File: config.mk
export PLATFORM = sky130hd
export DESIGN_NAME = tensor_result_collector_flat
export DESIGN_NICKNAME = d
export VERILOG_FILES = /design/src/rtl/tensor_result_collector_if.sv /design/src/rtl/tensor_result_collector.sv /design/src/flat_wrapper.sv
export SDC_FILE = /design/constraint.sdc
export NUM_CORES = 1
export LEC_CHECK = 0
export BUFFER_PORTS_ARGS = -buffer_cell sky130_fd_sc_hd__buf_2
export CAP_MARGIN = 40
export CORE_MARGIN = 2
export CORE_UTILIZATION = 30
export CTS_CLUSTER_DIAMETER = 100
export CTS_CLUSTER_SIZE = 16
export DETAILED_ROUTE_END_ITERATION = 8
export PLACE_DENSITY = 0.59
export SLEW_MARGIN = 30
export SYNTH_ARGS = -nofsm -noshare
export SYNTH_HDL_FRONTEND = slang
export SYNTH_SLANG_ARGS = --single-unit
File: constraint.sdc
create_clock -name clk -period 3.35 [get_ports clk]
set_input_delay 0.335 -clock clk [delete_from_list [all_inputs] [get_ports clk]]
set_output_delay 0.335 -clock clk [all_outputs]
set_load 0.02 [all_outputs]
File: src/rtl/tensor_result_collector_if.sv
// Stream bundle for tensor_result_collector: beat-input side from the tensor unit
// and the element-output valid/ready stream towards writeback.
interface tensor_result_collector_if #(
  parameter int unsigned OUT_W = 8
) ();

  logic             in_valid;
  logic [15:0]      in_col_0;
  logic [15:0]      in_col_1;
  logic [15:0]      in_col_2;
  logic [15:0]      in_col_3;

  logic             out_valid;
  logic             out_ready;
  logic [OUT_W-1:0] out_data;
  logic [1:0]       out_row;
  logic [1:0]       out_col;
  logic             out_last;

  // Environment side: tensor controller plus downstream consumer.
  modport master (
    output in_valid,
    output in_col_0,
    output in_col_1,
    output in_col_2,
    output in_col_3,
    output out_ready,
    input  out_valid,
    input  out_data,
    input  out_row,
    input  out_col,
    input  out_last
  );

  // Collector side.
  modport slave (
    input  in_valid,
    input  in_col_0,
    input  in_col_1,
    input  in_col_2,
    input  in_col_3,
    input  out_ready,
    output out_valid,
    output out_data,
    output out_row,
    output out_col,
    output out_last
  );

endinterface

File: src/rtl/tensor_result_collector.sv
// Collects four 4x16-bit result beats into a 4x4 buffer and drains it row-major, one
// element per handshake. Define COLLECT_SAT_EN for saturating conversion plus sat_flag.
module tensor_result_collector #(
  parameter int unsigned OUT_W       = 8,
  parameter int unsigned FRAME_CNT_W = 8
) (
  input  logic                   clk,
  input  logic                   rst,
  tensor_result_collector_if.slave io,
  output logic                   busy,
  output logic                   overflow,
  input  logic                   clear_ovf,
  output logic [FRAME_CNT_W-1:0] frame_count
`ifdef COLLECT_SAT_EN
  ,
  output logic                   sat_flag
`endif
);

  localparam logic ST_COLLECT = 1'b0;
  localparam logic ST_DRAIN   = 1'b1;

  logic                   state_q, state_d;
  logic [1:0]             beat_cnt_q, beat_cnt_d;
  logic [3:0]             idx_q, idx_d;
  logic [OUT_W-1:0]       buf_q [16];
  logic [OUT_W-1:0]       buf_d [16];
  logic                   overflow_q, overflow_d;
  logic [FRAME_CNT_W-1:0] frame_count_q, frame_count_d;

  logic [15:0]            col  [4];
  logic [OUT_W-1:0]       conv [4];
  logic [3:0]             clamp;

  logic                   hs;
  logic                   last_hs;
  logic                   write_en;
  logic [1:0]             write_row;
  logic                   ovf_set;

  assign col[0] = io.in_col_0;
  assign col[1] = io.in_col_1;
  assign col[2] = io.in_col_2;
  assign col[3] = io.in_col_3;

  // Conversion happens on capture so the buffer only stores OUT_W bits per element.
  always_comb begin
    for (int c = 0; c < 4; c++) begin
      conv[c]  = col[c][OUT_W-1:0];
      clamp[c] = 1'b0;
`ifdef COLLECT_SAT_EN
      if ((col[c] >> OUT_W) != 16'd0) begin
        conv[c]  = '1;
        clamp[c] = 1'b1;
      end
`endif
    end
  end

`ifndef COLLECT_SAT_EN
  logic unused_col_hi;
  assign unused_col_hi = ^{col[0], col[1], col[2], col[3], clamp};
`endif

  assign hs      = (state_q == ST_DRAIN) && io.out_ready;
  assign last_hs = hs && (idx_q == 4'hF);

  always_comb begin
    state_d       = state_q;
    beat_cnt_d    = beat_cnt_q;
    idx_d         = idx_q;
    frame_count_d = frame_count_q;
    write_en      = 1'b0;
    write_row     = beat_cnt_q;
    ovf_set       = 1'b0;

    case (state_q)
      ST_COLLECT: begin
        if (io.in_valid) begin
          write_en   = 1'b1;
          beat_cnt_d = beat_cnt_q + 2'd1;
          if (beat_cnt_q == 2'd3) begin
            state_d = ST_DRAIN;
          end
        end
      end
      ST_DRAIN: begin
        if (hs) begin
          idx_d = idx_q + 4'd1;
        end
        if (last_hs) begin
          state_d       = ST_COLLECT;
          frame_count_d = frame_count_q + 1'b1;
          // A beat arriving with the final handshake opens the next frame.
          if (io.in_valid) begin
            write_en   = 1'b1;
            write_row  = 2'd0;
            beat_cnt_d = 2'd1;
          end
        end else if (io.in_valid) begin
          ovf_set = 1'b1;
        end
      end
      default: state_d = ST_COLLECT;
    endcase

    overflow_d = ovf_set | (overflow_q & ~clear_ovf);
  end

  always_comb begin
    buf_d = buf_q;
    if (write_en) begin
      for (int c = 0; c < 4; c++) begin
        buf_d[{write_row, c[1:0]}] = conv[c];
      end
    end
  end

  always_ff @(posedge clk) begin
    if (rst) begin
      state_q       <= ST_COLLECT;
      beat_cnt_q    <= 2'd0;
      idx_q         <= 4'd0;
      overflow_q    <= 1'b0;
      frame_count_q <= '0;
    end else begin
      state_q       <= state_d;
      beat_cnt_q    <= beat_cnt_d;
      idx_q         <= idx_d;
      overflow_q    <= overflow_d;
      frame_count_q <= frame_count_d;
    end
  end

  // Buffer contents are only observable in DRAIN, so they need no reset.
  always_ff @(posedge clk) begin
    buf_q <= buf_d;
  end

`ifdef COLLECT_SAT_EN
  logic [15:0] sat_q, sat_d;
  logic        sat_flag_q, sat_flag_d;

  always_comb begin
    sat_d = sat_q;
    if (write_en) begin
      for (int c = 0; c < 4; c++) begin
        sat_d[{write_row, c[1:0]}] = clamp[c];
      end
    end
    sat_flag_d = (hs && sat_q[idx_q]) | (sat_flag_q & ~clear_ovf);
  end

  always_ff @(posedge clk) begin
    sat_q <= sat_d;
  end

  always_ff @(posedge clk) begin
    if (rst) begin
      sat_flag_q <= 1'b0;
    end else begin
      sat_flag_q <= sat_flag_d;
    end
  end

  assign sat_flag = sat_flag_q;
`endif

  assign io.out_valid = (state_q == ST_DRAIN);
  assign io.out_data  = io.out_valid ? buf_q[idx_q] : '0;
  assign io.out_row   = idx_q[3:2];
  assign io.out_col   = idx_q[1:0];
  assign io.out_last  = io.out_valid && (idx_q == 4'hF);

  assign busy        = io.out_valid || (beat_cnt_q != 2'd0);
  assign overflow    = overflow_q;
  assign frame_count = frame_count_q;

endmodule

File: src/flat_wrapper.sv
// flat-port wrapper written by rule: the top's interface ports become plain ports
module tensor_result_collector_flat 
#(
  parameter int unsigned OUT_W       = 8,
  parameter int unsigned FRAME_CNT_W = 8
)
  (clk, rst, busy, overflow, clear_ovf, frame_count, io_in_valid, io_in_col_0, io_in_col_1, io_in_col_2, io_in_col_3, io_out_ready, io_out_valid, io_out_data, io_out_row, io_out_col, io_out_last);
  tensor_result_collector_if #(.OUT_W(OUT_W)) io_i ();
  input  logic clk;
  input  logic rst;
  output logic busy;
  output logic overflow;
  input  logic clear_ovf;
  output logic [FRAME_CNT_W-1:0] frame_count;
  input wire logic [$bits(io_i.in_valid)-1:0] io_in_valid;
  input wire logic [$bits(io_i.in_col_0)-1:0] io_in_col_0;
  input wire logic [$bits(io_i.in_col_1)-1:0] io_in_col_1;
  input wire logic [$bits(io_i.in_col_2)-1:0] io_in_col_2;
  input wire logic [$bits(io_i.in_col_3)-1:0] io_in_col_3;
  input wire logic [$bits(io_i.out_ready)-1:0] io_out_ready;
  output wire logic [$bits(io_i.out_valid)-1:0] io_out_valid;
  output wire logic [$bits(io_i.out_data)-1:0] io_out_data;
  output wire logic [$bits(io_i.out_row)-1:0] io_out_row;
  output wire logic [$bits(io_i.out_col)-1:0] io_out_col;
  output wire logic [$bits(io_i.out_last)-1:0] io_out_last;
  assign io_i.in_valid = io_in_valid;
  assign io_i.in_col_0 = io_in_col_0;
  assign io_i.in_col_1 = io_in_col_1;
  assign io_i.in_col_2 = io_in_col_2;
  assign io_i.in_col_3 = io_in_col_3;
  assign io_i.out_ready = io_out_ready;
  assign io_out_valid = io_i.out_valid;
  assign io_out_data = io_i.out_data;
  assign io_out_row = io_i.out_row;
  assign io_out_col = io_i.out_col;
  assign io_out_last = io_i.out_last;
  tensor_result_collector #(.OUT_W(OUT_W), .FRAME_CNT_W(FRAME_CNT_W)) u_core (.clk(clk), .rst(rst), .io(io_i), .busy(busy), .overflow(overflow), .clear_ovf(clear_ovf), .frame_count(frame_count));
endmodule
# --- Word level (Yosys, flattened, before mapping) ---
# Index checks and enable logic that the tools add are counted.
op_classes:
  bitwise_logic: 9
  n_lt_le_gt_ge: 9
  n_mux: 32
  eq_ne: 5
  reduce_logical: 12
  n_addsub: 3
ops:
  columns: ["operator", "n"]
  rows:
  - ["128-bit bitwise mux", 4]
  - ["8-bit demux with 4-bit select", 4]
  - ["8-bit two-way mux", 7]
  - ["8-bit binary-select mux with 4-bit select", 1]
  - ["5-bit greater-or-equal comparator, second input constant", 5]
  - ["4-bit inverter with 5-bit output", 5]
  - ["5-bit by 1-bit < comparator with 1-bit output, second input constant", 4]
  - ["2-bit two-way mux", 6]
  - ["8-bit by 1-bit adder with 8-bit output, second input constant", 1]
  - ["1-bit logical AND", 7]
  - ["1-bit two-way mux", 7]
  - ["2-bit != test, second input constant", 3]
  - ["4-bit by 1-bit adder with 4-bit output, second input constant", 1]
  - ["4-bit equality test, second input constant", 1]
  - ["1-bit one-hot mux with 2 select lines", 2]
  - ["2-bit one-hot mux with 2 select lines", 1]
  - ["2-bit AND reduction", 2]
  - ["3-bit AND reduction", 1]
  - ["2-bit by 1-bit adder with 2-bit output, second input constant", 1]
  - ["2-bit equality test, second input constant", 1]
  - ["1-bit inverter", 2]
  - ["2-bit nonzero test", 1]
  - ["1-bit AND", 1]
  - ["1-bit logical OR", 1]
  - ["1-bit bitwise OR", 1]
word_totals:
  output_inout_bits: 24
  word_cells: 91
  regBits: 144
  input_bits: 69

# --- Logic depth before layout (Yosys ltp) ---
# Gate-level depths: netlist (run 1).
logic_depth:
  ltp_word: 13
  depth_mapped: 7

# --- Worst setup path before layout (run 1) ---
# No wires, ideal clock.
synth_timing:
  kind: "register to register"
  start: "register u_core.idx_q[1]"
  end: "register u_core.buf_q[100] (netlist name), enable pin"
  path_stages_with_launch: 6
  path_buffers: 0
  arrival_time_ns: 2.752
  period_less_slack_ns: 3.173
  slack_ns: 0.177
  required_ns: 2.929
  path_cell_list: "dfxtp_1 -> ha_1 -> and4_4 -> nand3_2 -> a21boi_1 -> nor2_1"
synth_via:
  elab_chain_len: 4
synth_rtl:
  columns: ["element", "line", "rtl"]
  rows:
  - ["from (decl)", "tensor_result_collector.sv:25", "logic [3:0] idx_q, idx_d;"]
  - ["from (signal assigned)", "tensor_result_collector.sv:129", "idx_q <= idx_d;"]
  - ["4-bit equality test", "tensor_result_collector.sv:66", "assign last_hs = hs && (idx_q == 4'hF);"]
  - ["1-bit logical AND", "tensor_result_collector.sv:66", null]
  - ["1-bit two-way mux", "tensor_result_collector.sv:91", "if (last_hs) begin"]
  - ["1-bit one-hot mux with 2 select lines", "tensor_result_collector.sv:77", "case (state_q)"]
  - ["to (signal assigned)", "tensor_result_collector.sv:137", "buf_q <= buf_d;"]
  - ["to (decl)", "tensor_result_collector.sv:26", "logic [OUT_W-1:0] buf_q [16];"]
# Every way passes these cells.
# A chain may end at the register's enable or synchronous reset.

# --- Worst setup path in the final report (run 1) ---
layout_timing:
  start: "register u_core.idx_q[0]"
  end: "output io_out_data[3]"
layout_via:
  elab_chain_len: 5
layout_rtl:
  columns: ["element", "line", "rtl"]
  rows:
  - ["4-bit inverter with 5-bit output (not written as such)", "tensor_result_collector.sv:170", "assign io.out_data = io.out_valid ? buf_q[idx_q] : '0;"]
  - ["8-bit binary-select mux with 4-bit select", "tensor_result_collector.sv:170", null]
  - ["8-bit two-way mux (not written as such) (2 in a row)", "tensor_result_collector.sv:170", null]
  - ["8-bit two-way mux", "tensor_result_collector.sv:170", null]
  - ["to (decl)", "flat_wrapper.sv:22", "output wire logic [$bits(io_i.out_data)-1:0] io_out_data;"]
# Every way passes these cells. The select of a mux whose other input is x is not followed.

==> results of run 1 <==
[metrics by stage]
stage | utilization (%) | cells | hold slack (ps) | total power [mW]
final | 36.7 | 742 | 129 | 4.08
after global placement | 33.6 | 708 | 470 | 2.22
after global routing | 36.7 | 741 | 128 | 4.21
after floorplan | - | 392 | 434 | 2.16
after detailed placement | 33.6 | 709 | 460 | 2.24
after CTS | 36.7 | 741 | 115 | 4.12
[metal layers]
layer / track usage (%) / up-vias / share of wire [%]
li1: - / 1632 / -
met1: 14.5 / 1733 / 42
met2: 21.7 / 75 / 52
met3: 3.09 / 19 / 4.2
met4: 5.73 / 0 / 2.0
met5: 0 / - / 0
[power by group]
| part | leakage (nW) | internal (mW) | switching (mW) |
|---|---|---|---|
| sequential | 1.31 | 2.02 | 0.0147 |
| clock | 0.293 | 1.20 | 0.680 |
| combinational | 0.860 | 0.0564 | 0.102 |
| total | 2.46 | 3.28 | 0.797 |
[worst paths after layout]
path                    from          endpoint  slack, ps  depth (start not counted)
max          u_core.idx_q[0]    io_out_data[3]        520                          5
min reg2reg  u_core.overflow   u_core.overflow        480                          2
min           io_in_col_1[0]  u_core.buf_q[80]        130                          1
max reg2reg  u_core.idx_q[1]  u_core.buf_q[21]        550                          6
[critical path, stage by stage (launching register included)]
cell and delay [ps]:
dfxtp_4 350, buf_6 550, mux4_1 650, nor2_1 130, o22ai_1 130, buf_2 200
[cell usage in the layout (no fill, tap or decap), types with 4 or more instances in the layout]
cell | synthesis | layout
xor2_1 | 4 | 4
clkbuf_16 | 0 | 17
a22oi_1 | 26 | 26
nand3_1 | 9 | 9
ha_1 | 4 | 4
clkinv_2 | 0 | 5
dfxtp_1 | 16 | 15
nor2b_1 | 7 | 7
buf_2 | 6 | 61
edfxtp_1 | 128 | 128
and2_1 | 28 | 28
inv_1 | 5 | 5
nand2_1 | 20 | 20
buf_4 | 3 | 10
mux4_2 | 4 | 4
and2b_1 | 5 | 5
mux2i_1 | 53 | 53
a21oi_1 | 8 | 8
nor2_1 | 17 | 16
xnor2_1 | 4 | 4
o22ai_1 | 4 | 4
[cell type report]
type / count / area, um2
clock buffer: 21 / 460
fill: 1918 / 12400
multi-input combinational: 223 / 1700
inverter: 5 / 18.8
clock inverter: 11 / 139
antenna: 1 / 2.50
tap: 265 / 332
sequential: 144 / 4170
timing repair buffer: 72 / 392
[sequential cells by signal, indices dropped and copies added, names as in the netlist]
| register | cells |
|---|---|
| u_core.overflow | 1 |
| u_core.frame_count | 8 |
| u_core.idx_q | 4 |
| u_core.buf_q | 128 |
| u_core.beat_cnt_q | 2 |
| u_core.io.out_valid | 1 |
[logic make-up (layout without fill, tap and decap cells)]
group | count (synthesis) | count (layout)
flops | 144 | 144
xor+xnor | 8 | 8
simple gates | 103 | 103
compound gates | 49 | 49
buf+inv | 25 | 109
other cells | 0 | 1
mux | 59 | 59
fa+ha+maj | 4 | 4
==> flow_summary_export.csv, run 1 <==
group,metric,value,unit
synthesis,synthCells,392,
sta,postLayoutSetupSlackWorst,525,ps
global_route,grt_pass1_vias,3671,
floorplan,initial_core_utilization,30.8,%
synthesis,synth_common_cells,"128 x edfxtp_1, 53 x mux2i_1, 28 x and2_1",
synthesis,post_synth_edffs,128,
floorplan,placeableCoreArea,19700,um2
synthesis,main_combinational_cell_family_by_area_after_synthesis,"multiplexers",
synthesis,synth_sequential_area_ratio,68.7,%
cts,worstSkewPairLatency,420,ps
synthesis,post_synthesis_share_of_cell_area_spent_on_and_or_nand_and_nor_gates,9.48,%
power,p_per_area,565,nW/um2
synthesis,synthMostInstantiatedCell,"edfxtp_1",
global_route,grt_util_all_layers,12.5,%
route,post_route_wl,12900,um
synthesis,netlist.area_leader.share,63.5,%
route,drt_drc_violations_left,0,
worst_setup_path,worstPathRequired,3010,ps
synthesis,yosys.cell_types.count,40,
cts,holdBufCountCts,0,
route,first_pass_iters,4,
placed_design,portBuffers,60,
final_layout,layout.nets,536,
synthesis,synth_compound_area_share,5.45,%
cts,cts-root-to-sink-buffers,2,
route,routed_wire_length_per_instance,17.3,um
placed_design,routabilityCongestion,0.730,
synthesis,synth_nets,465,
worst_setup_path,critPathMaxFanout,61,
cts,clkTransAtPathRegs,60,ps
synthesis,synthTopCellsByArea,"edfxtp_1 63%, mux2i_1 8.8%, dfxtp_1 5.3%",
route,postRouteAntennaNets,0,
sta,finalWorstPathRequiredPeriod,2830,ps
cts,cts-htree-levels,4,
power,total_leakage_power,2.46,nW
synthesis,prevailing_post_synth_register_cell,"edfxtp_1",
worst_setup_path,critical_path_class,"flop to output pin",
global_route,global_route_wire_length_before_repair,19900,um
placed_design,dpl.hpwl,8370,um
placed_design,placement.setup.worst_slack,525,ps
cts,ctsRootBufferMaster,"clkbuf_16",
global_route,grt-ovfl-total,0,
route,vias,3459,
floorplan,die_y,146,um
final_layout,areaGrowthSynthToFinish,19.1,%
synthesis,adder_cell_share_of_the_synthesized_area,0.826,%
global_route,grt_start_max_net_pins,62,
floorplan,die-width,146,um
synthesis,post_synth.cell_area_avg,15.5,um2
final_layout,finalInstanceArea,7210,um2
floorplan,placement_rows,51,
sta,timing.clock.skew,8.49,ps
synthesis,post_synth_xor_area_fraction,1.16,%
power,worst_voltage_drop_across_the_vdd_grid,375,uV
sta,timing_hold_violations_final,0,
sta,fin_crit_sh,84.3,%
worst_setup_path,worst-endpoint-arrival,2490,ps
sta,max-slew-margin-rel,48.4,%
synthesis,synthDominantAreaCellType,"edfxtp_1",
run,cap_violations,0,
synthesis,synth.area.mux_share,11.1,%
hold_path,hold_class,"primary input to flop",
route,drtIter0Drc,242,
sta,slew_viol_final,0,
route,viasPerCell,4.66,
global_route,grt_antenna_before_repair,1,
sta,maxClockFrequency,354,MHz
worst_setup_path,sort_of_element_at_the_start_of_the_critical_path,"flop",
cts,clock_tree_from_tritoncts,"done",
placed_design,place_area,6610,um2
floorplan,io-pin-count,93,
final_layout,layout-drive-gt1-share,23.5,%
floorplan,floorplan.die_area,21300,um2
sta,setup_repair_after_global_routing_missed_its_margin,"no",
cts,post_cts.repair.setup_buffers,0,
cts,clkSinkCount,144,
synthesis,post_synth_arst_share,0,%
synthesis,ys_warn_count,0,
sta,setup_violations,0,
synthesis,netlist_area,6060,um2
status,run_status,"finished clean",
worst_setup_path,worstSetupEndpointType,"output pin",
sta,worstMarginPinSlew,774,ps
synthesis,synth-seq-cells,144,
cts,cts_made_buffers,17,
cts,number_of_cells_upsized_or_downsized_after_cts,0,
sta,finalSetupTns,0,ps
Note: power is estimated with default switching activity, not from simulation.
==> run 2: changes to the inputs <==
==> constraint.sdc (replaced) <==
create_clock -name clk -period 2.6 [get_ports clk]
set_input_delay 0.26 -clock clk [delete_from_list [all_inputs] [get_ports clk]]
set_output_delay 0.26 -clock clk [all_outputs]
set_load 0.02 [all_outputs]
==> flow_summary_export.csv, run 2 (synthesis results as in run 1) <==
group,metric,value,unit
power,worst_voltage_drop_across_the_vdd_grid,432,uV
worst_setup_path,critical_path_class,"flop to output pin",
power,internal_power,4.07,mW
global_route,global_route_wire_length_before_repair,20500,um
worst_setup_path,sort_of_element_at_the_start_of_the_critical_path,"flop",
power,total_leakage_power,2.49,nW
final_layout,insertedDiodeCount,0,
sta,timing_hold_violations_final,0,
global_route,grt_start_max_net_pins,62,
sta,finalWorstPathRequiredPeriod,2440,ps
final_layout,mostFrequentLayoutCell,"edfxtp_1",
cts,cts-root-to-sink-buffers,2,
placed_design,place_area,6700,um2
final_layout,layout.nets,543,
route,post_route_wl,13300,um
sta,setup_violations,0,
cts,clkTransAtPathRegs,60,ps
final_layout,largest_register,"u_core.buf_q",
run,cap_violations,0,
power,p_clk_share,44.4,%
status,run_status,"finished clean",
cts,ctsRootBufferMaster,"clkbuf_16",
global_route,grt_pass1_vias,3773,
floorplan,die-width,146,um
cts,cts_made_buffers,17,
worst_setup_path,slowest_stage_delay_on_critical_path,590,ps
worst_setup_path,critPathMaxFanout,31,
route,viasPerCell,4.65,
final_layout,finish.utilization,37.1,%
sta,maxClockFrequency,410,MHz
cts,worstSkewPairLatency,420,ps
hold_path,hold_class,"primary input to flop",
sta,max-slew-margin-rel,65.0,%
floorplan,die_y,146,um
final_layout,layout-drive-gt1-share,23.8,%
sta,slew_viol_final,0,
final_layout,final_cell_mix,"128 x edfxtp_1, 60 x buf_2, 53 x mux2i_1, 28 x and2_1, 26 x a22oi_1",
final_layout,finalInstanceArea,7280,um2
global_route,grt_antenna_before_repair,0,
route,drt_drc_violations_left,0,
placed_design,portBuffers,60,
worst_setup_path,worstSetupEndpointType,"output pin",
global_route,grt-ovfl-total,0,
cts,number_of_cells_upsized_or_downsized_after_cts,0,
floorplan,placement_rows,51,
route,vias,3476,
power,switching_power,1.04,mW
worst_setup_path,worst-endpoint-arrival,2180,ps
sta,postLayoutSetupSlackWorst,161,ps
worst_setup_path,worst-path-buf-inv,2,
cts,post_cts.repair.setup_buffers,0,
sta,setup_repair_after_global_routing_missed_its_margin,"no",
cts,clkSinkCount,144,
power,finalPower,5.11,mW
cts,holdBufCountCts,0,
floorplan,floorplan.die_area,21300,um2
route,first_pass_iters,4,
power,netSwitchingFraction,20.3,%
sta,worstMarginPinSlew,525,ps
final_layout,largest_register_ffs,128,
worst_setup_path,worstPathRequired,2340,ps
route,routed_wire_length_per_instance,17.7,um
placed_design,dpl.hpwl,8390,um
cts,clock_tree_from_tritoncts,"done",
final_layout,fill_cells,1913,
floorplan,io-pin-count,93,
power,sequentialPowerShare,51.4,%
sta,timing.clock.skew,4.51,ps
power,p_per_area,701,nW/um2
sta,finalSetupTns,0,ps
global_route,grt_util_all_layers,12.8,%
placed_design,routabilityCongestion,0.735,
route,postRouteAntennaNets,0,
final_layout,areaGrowthSynthToFinish,20.2,%
floorplan,initial_core_utilization,30.8,%
placed_design,placement.setup.worst_slack,240,ps
worst_setup_path,critical_path.cell_chain,"buf_16, mux4_1, o2111ai_1, a21oi_1, buf_2",
cts,cts-htree-levels,4,
sta,fin_crit_sh,93.8,%
worst_setup_path,critical-path-top-delay-family,"multiplexers",
worst_setup_path,timing.critical_path.slowest_stage_cell,"mux4_1",
power,power.share.combinational,4.2,%
floorplan,placeableCoreArea,19700,um2
route,drtIter0Drc,220,
## run 2: cell count changes in the layout (fill, tap and decap cells not counted), sizes merged
cell,delta
clkinvlp,+1
clkinv,+3
bufinv,-1
buf,+6
diode,-1
clkbuf,-2
## run 2: metrics by stage
step	cells	hold slack, ps
floorplan	392	359
global placement	715	472
detailed placement	715	457
CTS	747	37.8
global route	748	48.6
finish	748	57.4
## run 2: final cells by class
| class | instances | area, um2 | area share, % |
|---|---|---|---|
| inverter | 5 | 18.8 | 0.258 |
| clock inverter | 14 | 124 | 1.70 |
| sequential | 144 | 4170 | 57.2 |
| timing repair buffer | 79 | 505 | 6.94 |
| tap | 265 | 332 | 4.55 |
| clock buffer | 18 | 429 | 5.89 |
| multi-input combinational | 223 | 1710 | 23.4 |
## run 2: routing by layer
| metal | GRT usage [%] | wire length (um) |
|---|---|---|
| met4 | 5.68 | 273 |
| met3 | 3.78 | 556 |
| met2 | 21.7 | 6660 |
| met5 | 0 | 0 |
| met1 | 15.1 | 5770 |
## run 2: power by group through the flow
stage / registers, mW / logic (mW) / clock network, mW
floorplan: 2.67 / 0.111 / 0
global placement: 2.67 / 0.214 / 0
detailed placement: 2.67 / 0.220 / 0
CTS: 2.62 / 0.220 / 2.32
global route: 2.63 / 0.242 / 2.41
finish: 2.62 / 0.216 / 2.27
## run 2: worst reg2reg max path, stage by stage (launching register included)
cell and delay, ps:
dfxtp_1 380, ha_1 260, and4_4 240, nand3_2 90, and3_1 370, and2_1 180
buf_4 400
## run 2: final timing paths
path | slack [ps] | end | cells after the start | start
worst min register to register | 480 | u_core.overflow | 2 | u_core.overflow
worst min-delay path | 60 | u_core.buf_q[78] | 1 | io_in_col_2[6]
worst max-delay path | 160 | io_out_data[0] | 5 | u_core.idx_q[0]
worst max register to register | 300 | u_core.buf_q[52] | 6 | u_core.idx_q[1]
==> run 3: changes to the inputs <==
==> constraint.sdc (replaced) <==
create_clock -name clk -period 2.6 [get_ports clk]
set_input_delay 0.13 -clock clk [delete_from_list [all_inputs] [get_ports clk]]
set_output_delay 0.13 -clock clk [all_outputs]
set_load 0.02 [all_outputs]
==> flow_summary_export.csv, run 3 (synthesis results as in run 1) <==
group,metric,value,unit
status,run_status,"finished clean",
power,p_per_area,667,nW/um2
cts,cts_made_buffers,17,
worst_setup_path,slowest_stage_delay_on_critical_path,640,ps
global_route,grt_util_all_layers,13.0,%
global_route,grt_pass1_vias,3871,
cts,worstSkewPairLatency,420,ps
cts,cts-htree-levels,4,
floorplan,io-pin-count,93,
route,vias,3543,
hold_path,launch_instance_of_the_worst_min_delay_path,"io_in_col_3[2]",
hold_path,hold_class,"primary input to flop",
floorplan,placement_rows,51,
global_route,global_route_wire_length_before_repair,20900,um
worst_setup_path,worstReg2RegStart,"u_core.idx_q[2]",
worst_setup_path,timing.critical_path.from,"u_core.idx_q[2]",
cts,clkSinkCount,144,
route,routed_wire_length_per_instance,16.7,um
worst_setup_path,worst-path-buf-inv,1,
sta,fin_crit_sh,92.6,%
final_layout,areaGrowthSynthToFinish,23.2,%
route,first_pass_iters,4,
floorplan,die_y,146,um
worst_setup_path,worst-endpoint-arrival,2280,ps
final_layout,layout.nets,569,
sta,timing_hold_violations_final,0,
power,worst_voltage_drop_across_the_vdd_grid,371,uV
final_layout,largest_register,"u_core.buf_q",
route,postRouteAntennaNets,0,
floorplan,placeableCoreArea,19700,um2
sta,finalSetupTns,0,ps
floorplan,die-width,146,um
worst_setup_path,critical-path-top-delay-family,"simple AND/OR/NAND/NOR gates",
cts,clkTransAtPathRegs,60,ps
worst_setup_path,ff2ff_setup_slack,510,ps
route,viasPerCell,4.58,
cts,ctsRootBufferMaster,"clkbuf_16",
sta,timing.clock.skew,9.93,ps
worst_setup_path,critical_path.cell_chain,"nor2_1, a22oi_1, a311oi_1, a21oi_1, buf_2",
route,post_route_wl,12900,um
cts,number_of_cells_upsized_or_downsized_after_cts,0,
final_layout,mostFrequentLayoutCell,"edfxtp_1",
final_layout,largest_register_ffs,128,
final_layout,finish.utilization,38.0,%
cts,cts-root-to-sink-buffers,2,
final_layout,layout-drive-gt1-share,22.7,%
worst_setup_path,worstPathRequired,2470,ps
floorplan,floorplan.die_area,21300,um2
sta,worstMarginPinSlew,738,ps
worst_setup_path,sort_of_element_at_the_start_of_the_critical_path,"flop",
sta,maxClockFrequency,415,MHz
global_route,grt-ovfl-total,0,
final_layout,final_cell_mix,"128 x edfxtp_1, 60 x buf_2, 53 x mux2i_1, 28 x and2_1, 26 x a22oi_1",
placed_design,dpl.hpwl,8500,um
sta,finalWorstPathRequiredPeriod,2410,ps
final_layout,finalInstanceArea,7460,um2
run,cap_violations,0,
placed_design,portBuffers,60,
worst_setup_path,critPathMaxFanout,12,
global_route,grt_start_max_net_pins,62,
placed_design,place_area,6700,um2
floorplan,initial_core_utilization,30.8,%
sta,slew_viol_final,0,
route,drt_drc_violations_left,0,
cts,clock_tree_from_tritoncts,"done",
sta,setup_violations,0,
global_route,grt_antenna_before_repair,1,
worst_setup_path,timing.critical_path.slowest_stage_cell,"nor2_1",
worst_setup_path,worstSetupEndpointType,"output pin",
sta,max-slew-margin-rel,50.6,%
power,total_leakage_power,2.58,nW
sta,setup_repair_after_global_routing_missed_its_margin,"no",
placed_design,routabilityCongestion,0.746,
route,drtIter0Drc,215,
worst_setup_path,critical_path_class,"flop to output pin",
run 3: cell count changes in the layout (fill, tap and decap cells not counted), sizes merged:
cell | previous run | this run
clkbuf | 19 | 20
bufinv | 2 | 1
clkinvlp | 3 | 0
dlygate4sd3 | 0 | 25
buf | 78 | 80
diode | 0 | 1
run 3: per-layer routing:
metal  routed length [um]  global-route usage (%)  vias to the layer above  share of wire [%]
met5                    0                       0                        -                  0
met4                  126                    4.22                        0               0.97
met3                  642                    3.94                       13                5.0
met2                 6740                    22.3                       77                 52
met1                 5440                    15.6                     1750                 42
li1                     -                       -                     1703                  -
run 3: final timing paths:
path | end | cells after the start
worst max register to register | u_core.buf_q[114] | 5
worst min register to register | u_core.overflow | 2
worst min-delay path | u_core.buf_q[66] | 2
worst max-delay path | io_out_data[0] | 5
run 3: timing repair:
item	CTS	global route
hold endpoints to repair	97	0
hold buffers	25	0
buffers inserted	0	0
run 3: through the flow:
| step | instances | setup slack (ps) | hold slack [ps] | power, mW |
|---|---|---|---|---|
| global route | 772 | 68.4 | 33.5 | 5.16 |
| finish | 773 | 192 | 30.0 | 4.98 |
| global placement | 717 | 527 | 352 | 2.88 |
| floorplan | 392 | 143 | 229 | 2.78 |
| detailed placement | 717 | 524 | 350 | 2.89 |
| CTS | 772 | 147 | 13.5 | 5.04 |
run 3: area by class of cell:
class,instances,area [um2]
clock buffer,20,437
timing repair buffer,105,726
antenna,1,2.50
sequential,144,4170
tap,265,332
clock inverter,10,72.6
multi-input combinational,223,1710
inverter,5,18.8
fill,1920,12200
run 3: power by group:
group          leakage [nW]  switching [mW]  internal (mW)  total [mW]
Combinational          1.02           0.136          0.106       0.242
Clock                 0.258           0.831           1.28        2.11
Sequential             1.31          0.0194           2.61        2.63
run 3: worst register-to-register path, stage by stage (launching register included):
cell and delay [ps]:
dfxtp_1 630, nand3_2 230, o21ai_0 390, nand2_1 170, nor2_4 120, buf_12 230
